`src/rtl/keypad_lock_pkg.sv`:
```
// Shared types for the parameterised keypad lock: FSM state enum (whose values
// are also the state_out encodings) and a small sizing helper.
package keypad_lock_pkg;

    localparam int unsigned StateW = 3;

    typedef enum logic [StateW-1:0] {
        StLocked   = 3'd0,
        StEntry    = 3'd1,
        StCheck    = 3'd2,
        StUnlocked = 3'd3,
        StLockout  = 3'd4
    } lock_state_t;

    // Largest of three cycle counts; sizes the shared timer.
    function automatic int unsigned maxOf3(input int unsigned a, input int unsigned b,
                                           input int unsigned c);
        int unsigned m;
        m = (a > b) ? a : b;
        return (m > c) ? m : c;
    endfunction

endpackage

```
`src/rtl/lock_timer.sv`:
```
// Loadable down-counter; done is high while the count is zero. One instance
// serves the unlock window, the entry timeout and the lockout period.
module lock_timer #(
    parameter int unsigned WIDTH = 6
) (
    input  logic             clk,
    input  logic             rst,
    input  logic             load,
    input  logic [WIDTH-1:0] loadValue,
    output logic             done
);

    logic [WIDTH-1:0] countQ;

    // Load takes priority; otherwise count down and stop at zero.
    always_ff @(posedge clk) begin
        if (rst) begin
            countQ <= '0;
        end else if (load) begin
            countQ <= loadValue;
        end else if (countQ != '0) begin
            countQ <= countQ - 1'b1;
        end
    end

    assign done = (countQ == '0);

endmodule

```
`src/rtl/param_keypad_lock.sv`:
```
// Parameterised keypad door lock. Digits are compared as they arrive and any
// mismatch is remembered in a sticky flag, so the full entry is never stored.
// Optional feature: define KEYPAD_LOCKOUT_EN to enter a timed lockout after
// MAX_FAIL consecutive failures; without it fail_count just saturates.
module param_keypad_lock
    import keypad_lock_pkg::*;
#(
    parameter int unsigned                      CODE_LEN       = 4,
    parameter int unsigned                      DIGIT_W        = 4,
    parameter logic [CODE_LEN*DIGIT_W-1:0]      RESET_CODE     = 16'h1337,
    parameter int unsigned                      KEY_REQ        = 0,
    parameter int unsigned                      UNLOCK_CYCLES  = 8,
    parameter int unsigned                      ENTRY_TIMEOUT  = 32,
    parameter int unsigned                      MAX_FAIL       = 3,
    parameter int unsigned                      LOCKOUT_CYCLES = 16
) (
    input  logic                            clk,
    input  logic                            rst,
    input  logic                            digit_valid,
    input  logic [DIGIT_W-1:0]              digit,
    input  logic                            key_in,
    input  logic                            code_we,
    input  logic [$clog2(CODE_LEN)-1:0]     code_idx,
    input  logic [DIGIT_W-1:0]              code_wdata,
    output logic                            door_unlocked,
    output logic                            door_locked,
    output logic                            bad_code,
    output logic [StateW-1:0]               state_out,
    output logic [$clog2(CODE_LEN+1)-1:0]   digit_count,
    output logic [$clog2(MAX_FAIL+1)-1:0]   fail_count
);

    localparam int unsigned CntW   = $clog2(CODE_LEN + 1);
    localparam int unsigned IdxW   = $clog2(CODE_LEN);
    localparam int unsigned FailW  = $clog2(MAX_FAIL + 1);
    localparam int unsigned TimerW = $clog2(maxOf3(UNLOCK_CYCLES, ENTRY_TIMEOUT,
                                                   LOCKOUT_CYCLES) + 1);

    // Loading N-1 makes the state last N cycles, leaving on the done cycle.
    localparam logic [TimerW-1:0] UnlockLoad  = TimerW'(UNLOCK_CYCLES - 1);
    localparam logic [TimerW-1:0] EntryLoad   = TimerW'(ENTRY_TIMEOUT - 1);
    localparam logic [TimerW-1:0] LockoutLoad = TimerW'(LOCKOUT_CYCLES - 1);

    lock_state_t        stateQ, stateD;
    logic [CntW-1:0]    digitCountQ, digitCountD;
    logic [FailW-1:0]   failCountQ, failCountD, failIncr;
    logic               mismatchQ, mismatchD;
    logic               badCodeQ, badCodeD;
    logic               codeWrite;
    logic               timerLoad, timerDone;
    logic [TimerW-1:0]  timerLoadValue;
    logic [DIGIT_W-1:0] codeQ [CODE_LEN];

    lock_timer #(
        .WIDTH     (TimerW)
    ) u_timer (
        .clk       (clk),
        .rst       (rst),
        .load      (timerLoad),
        .loadValue (timerLoadValue),
        .done      (timerDone)
    );

    // State, counters and the one-cycle bad_code register.
    always_ff @(posedge clk) begin
        if (rst) begin
            stateQ      <= StLocked;
            digitCountQ <= '0;
            failCountQ  <= '0;
            mismatchQ   <= 1'b0;
            badCodeQ    <= 1'b0;
        end else begin
            stateQ      <= stateD;
            digitCountQ <= digitCountD;
            failCountQ  <= failCountD;
            mismatchQ   <= mismatchD;
            badCodeQ    <= badCodeD;
        end
    end

    // Stored code; the first digit lives in the most significant RESET_CODE slice.
    always_ff @(posedge clk) begin
        if (rst) begin
            for (int i = 0; i < CODE_LEN; i++) begin
                codeQ[i] <= RESET_CODE[(CODE_LEN-1-i)*DIGIT_W +: DIGIT_W];
            end
        end else if (codeWrite && (32'(code_idx) < CODE_LEN)) begin
            codeQ[code_idx] <= code_wdata;
        end
    end

    // Next-state, counter updates and timer control.
    always_comb begin
        stateD      = stateQ;
        digitCountD = digitCountQ;
        failCountD  = failCountQ;
        mismatchD   = mismatchQ;
        badCodeD    = 1'b0;
        codeWrite   = 1'b0;
        timerLoad   = 1'b0;
        failIncr    = (32'(failCountQ) >= MAX_FAIL) ? failCountQ : failCountQ + 1'b1;

        case (stateQ)
            StLocked: begin
                if (digit_valid) begin
                    mismatchD   = (digit != codeQ[0]);
                    digitCountD = CntW'(1);
                    timerLoad   = 1'b1;
                    stateD      = StEntry;
                end
            end
            StEntry: begin
                if (digit_valid) begin
                    mismatchD   = mismatchQ | (digit != codeQ[digitCountQ[IdxW-1:0]]);
                    digitCountD = digitCountQ + 1'b1;
                    timerLoad   = 1'b1;
                    if (32'(digitCountQ) == CODE_LEN - 1) begin
                        stateD = StCheck;
                    end
                end else if (timerDone) begin
                    // Silent abort: no bad_code, fail_count untouched.
                    digitCountD = '0;
                    mismatchD   = 1'b0;
                    stateD      = StLocked;
                end
            end
            StCheck: begin
                digitCountD = '0;
                mismatchD   = 1'b0;
                if (!mismatchQ && (key_in || (KEY_REQ == 0))) begin
                    failCountD = '0;
                    timerLoad  = 1'b1;
                    stateD     = StUnlocked;
                end else begin
                    badCodeD   = 1'b1;
                    failCountD = failIncr;
                    stateD     = StLocked;
`ifdef KEYPAD_LOCKOUT_EN
                    if (32'(failIncr) == MAX_FAIL) begin
                        timerLoad = 1'b1;
                        stateD    = StLockout;
                    end
`endif
                end
            end
            StUnlocked: begin
                // Writes are honoured on every unlocked cycle, the last one included.
                codeWrite = code_we;
                if (timerDone) begin
                    stateD = StLocked;
                end
            end
            StLockout: begin
                if (timerDone) begin
                    failCountD = '0;
                    stateD     = StLocked;
                end
            end
            default: begin
                stateD = StLocked;
            end
        endcase

        case (stateD)
            StUnlocked: timerLoadValue = UnlockLoad;
            StLockout:  timerLoadValue = LockoutLoad;
            default:    timerLoadValue = EntryLoad;
        endcase
    end

    assign door_unlocked = (stateQ == StUnlocked);
    assign door_locked   = ~door_unlocked;
    assign bad_code      = badCodeQ;
    assign state_out     = stateQ;
    assign digit_count   = digitCountQ;
    assign fail_count    = failCountQ;

endmodule

```
`config.mk`:
```
export PLATFORM = sky130hd
export DESIGN_NAME = param_keypad_lock
export DESIGN_NICKNAME = d
export VERILOG_FILES = /design/src/rtl/keypad_lock_pkg.sv /design/src/rtl/lock_timer.sv /design/src/rtl/param_keypad_lock.sv
export SDC_FILE = /design/constraint.sdc
export NUM_CORES = 1
export LEC_CHECK = 0
export ABC_CLOCK_PERIOD_IN_PS = 2000
export CAP_MARGIN = 20
export CORE_MARGIN = 2
export CORE_UTILIZATION = 29
export DETAILED_ROUTE_END_ITERATION = 6
export DONT_BUFFER_PORTS = 1
export GPL_TIMING_DRIVEN = 0
export RECOVER_POWER = 50
export SLEW_MARGIN = 20
export SYNTH_ARGS = -nofsm -noshare
export SYNTH_HDL_FRONTEND = slang
export SYNTH_SLANG_ARGS = --single-unit
```
`constraint.sdc`:
```
create_clock -name clk -period 2 [get_ports clk]
set_clock_uncertainty 0.05 [all_clocks]
set_input_delay 0.4 -clock clk [delete_from_list [all_inputs] [get_ports clk]]
set_output_delay 0.4 -clock clk [all_outputs]
set_load 0.1 [all_outputs]
```
==> reports/summary.txt <==
Max-Cap Viols - 0
First-pass GRT wire length - 6280 um
Post-synth top cells - 21 x nor2_1, 18 x dfxtp_1, 16 x edfxtp_1
Vias in the first global route - 1332
Most common cell in the netlist - nor2_1
DIE AREA - 0.00667 mm2
Max clock buf depth - 2
Remaining Overflow, GRT - 0
Worst-Margin Slew - 1.05 ns
Final ANT Viol Nets - 0
Crit path DAT - 1.75 ns
Via/cell ratio - 4.86
Initial DRC Count - 51
Core Region - 0.00589 mm2
Post-synthesis sequential area ratio - 0.481
HP Class - in -> reg
IO Port Bufs - 0
Setup crit end kind - output port
Post-synth EDFFs - 16
Clock sink count - 34
Syn avg cell area - 10.2 um2
Synth Register Bits - 34
Largest net degree at the start of global routing - 13
Slew Limit Fails - 0
Syn-to-layout area delta - 29.3%
Post-layout min period - 2.20 ns
Async S/R FF share, synth - 0
Outcome - complete, but fails checks
Post-synthesis net count - 191
Synth Instances - 171
Post-DP HPWL - 2840 um
Post-Syn Area - 0.00175 mm2
Slew headroom - 0.298
Ys flop type - dfxtp_1
Final setup margin - -0.198 ns
Setup CP Type - reg -> out
Critical Path Start Type - flop
Die extent in y - 81.7 um
Die width - 81.7 um
WL final - 3940 um
Failing checks - setup timing
Fmax - 455 MHz
Initial core utilization - 0.297
Antenna cells - 0
Req. time, crit path - 1.55 ns
IO Pins - 26
Initial antenna violation count - 0
Critical Path Fanout Max - 2
Power per Cell Area - 778 mW/mm2
Area contributors post-synth - edfxtp_1 27%, dfxtp_1 21%, nor2_1 4.5%
Total track usage - 0.127
Fin crit share - 1.10
Cell variety after synth - 41
Synth area leader - edfxtp_1
Pleak - 0.000808 uW
Post-DR wirelength/cell - 14.6 um
RSZ-0062 raised after global routing - yes
Peak supply drop - 301 uV
GPL Wtd Cong - 0.755
# rows - 28
H-Tree Depth - 2
Vias post-DR - 1306
Share of cells above drive strength 1 - 0.299
Fin. Hold Viols - 0
Final setup violation count - 34
Yosys top cell area share - 0.275
DRC errors left - 0
Num CTS Buffers - 5
Root buffer cell - clkbuf_8
Warnings from Yosys - 0
Clk slew on worst S/H paths - 0.08 ns
Finished Cell Area - 0.00226 mm2
Nets@finish - 213
Clk Latency, worst-skew pair - 0.28 ns
CTS tree - yes
TritonRoute pass-1 iters - 4
Final Core Density - 0.384
Area after DPL - 0.00191 mm2
Setup_tns - -3.36 ns
worst max-delay path, stage by stage (launching register included):
cell and delay [ns]:
dfxtp_4 0.54, buf_6 0.15, nor2b_4 0.20, nand2_8 0.16
clkinvlp_4 0.41
registers in the layout, indices dropped and copies added, names as in the netlist, named ones only:
signal          cells
u_timer.countQ      6
bad_code            1
state_out           3
codeQ              16
digit_count         3
fail_count          2
mismatchQ           1
through the flow:
stage / total power [uW] / setup WS, ns / hold WS [ns] / instances
6_report: 1760 / -0.198 / 0.237 / 269
5_1_grt: 1840 / -0.250 / 0.220 / 269
4_1_cts: 1760 / -0.222 / 0.231 / 263
3_5_place_dp: 979 / -0.401 / 0.521 / 246
3_3_place_gp: 978 / -0.367 / 0.502 / 246
2_1_floorplan: 946 / -0.0836 / 0.472 / 171
metal layers:
layer	part of all wire	global-route usage	vias up
met2	0.47	0.199	29
met4	0.016	0.0567	0
li1	-	-	648
met1	0.46	0.155	623
met3	0.057	0.0505	6
met5	0	0	-
layout make-up:
class / count / area, um2
Fill cell: 571 / 3620
Multi-Input combinational cell: 123 / 970
Sequential cell: 34 / 852
Timing Repair Buffer: 15 / 113
Tap cell: 75 / 93.8
Clock buffer: 5 / 68.8
Clock inverter: 3 / 68.8
Buffer: 6 / 62.6
Inverter: 8 / 33.8
cells in the final DEF, fill, tap and decap left out, types with 3 or more instances in the layout:
| master | n |
|---|---|
| nor2_1 | 18 |
| edfxtp_1 | 16 |
| dfxtp_1 | 15 |
| buf_4 | 13 |
| nand2b_1 | 8 |
| xnor2_1 | 8 |
| inv_1 | 7 |
| nand2_1 | 7 |
| o21ai_0 | 6 |
| a21oi_1 | 6 |
| xor2_1 | 5 |
| ha_1 | 5 |
| clkbuf_8 | 5 |
| clkbuf_1 | 4 |
| or2_4 | 4 |
| nor4_1 | 4 |
| nor3_1 | 3 |
| nor2b_1 | 3 |
| mux4_2 | 3 |
| mux2i_1 | 3 |
| a21oi_2 | 3 |
| dfxtp_4 | 3 |
power by group:
part / total (uW) / internal, uW / switching, uW
registers: 801 / 747 / 53.6
clock network: 772 / 500 / 272
logic: 187 / 94.5 / 92.9
final timing paths:
check,slack (ns),endpoint,depth (start not counted),from
min,0.24,codeQ[0][0],1,code_wdata[0]
max,-0.20,door_unlocked,4,state_out[1]
min reg2reg,0.53,u_timer.countQ[5],2,u_timer.countQ[5]
max reg2reg,-0.16,codeQ[3][0],5,state_out[1]
kinds of logic after synthesis:
logic type | Yosys count | share of synthesized area
flip-flops | 34 | 0.481
adder cells (fa/ha/maj) | 5 | 0.0358
AND/OR/NAND/NOR | 69 | 0.212
multiplexers | 7 | 0.0622
buffers and inverters | 14 | 0.0315
XOR/XNOR | 13 | 0.0651
AO/OA/AOI/OAI | 29 | 0.113
timing repair:
action	4_1_cts	5_1_grt
pin swaps	6	10
hold buffers	0	0
endpoints found under the setup margin	29	24
setup buffers	9	6
gates resized for setup	12	19
Note: power is estimated with default switching activity, not from simulation.
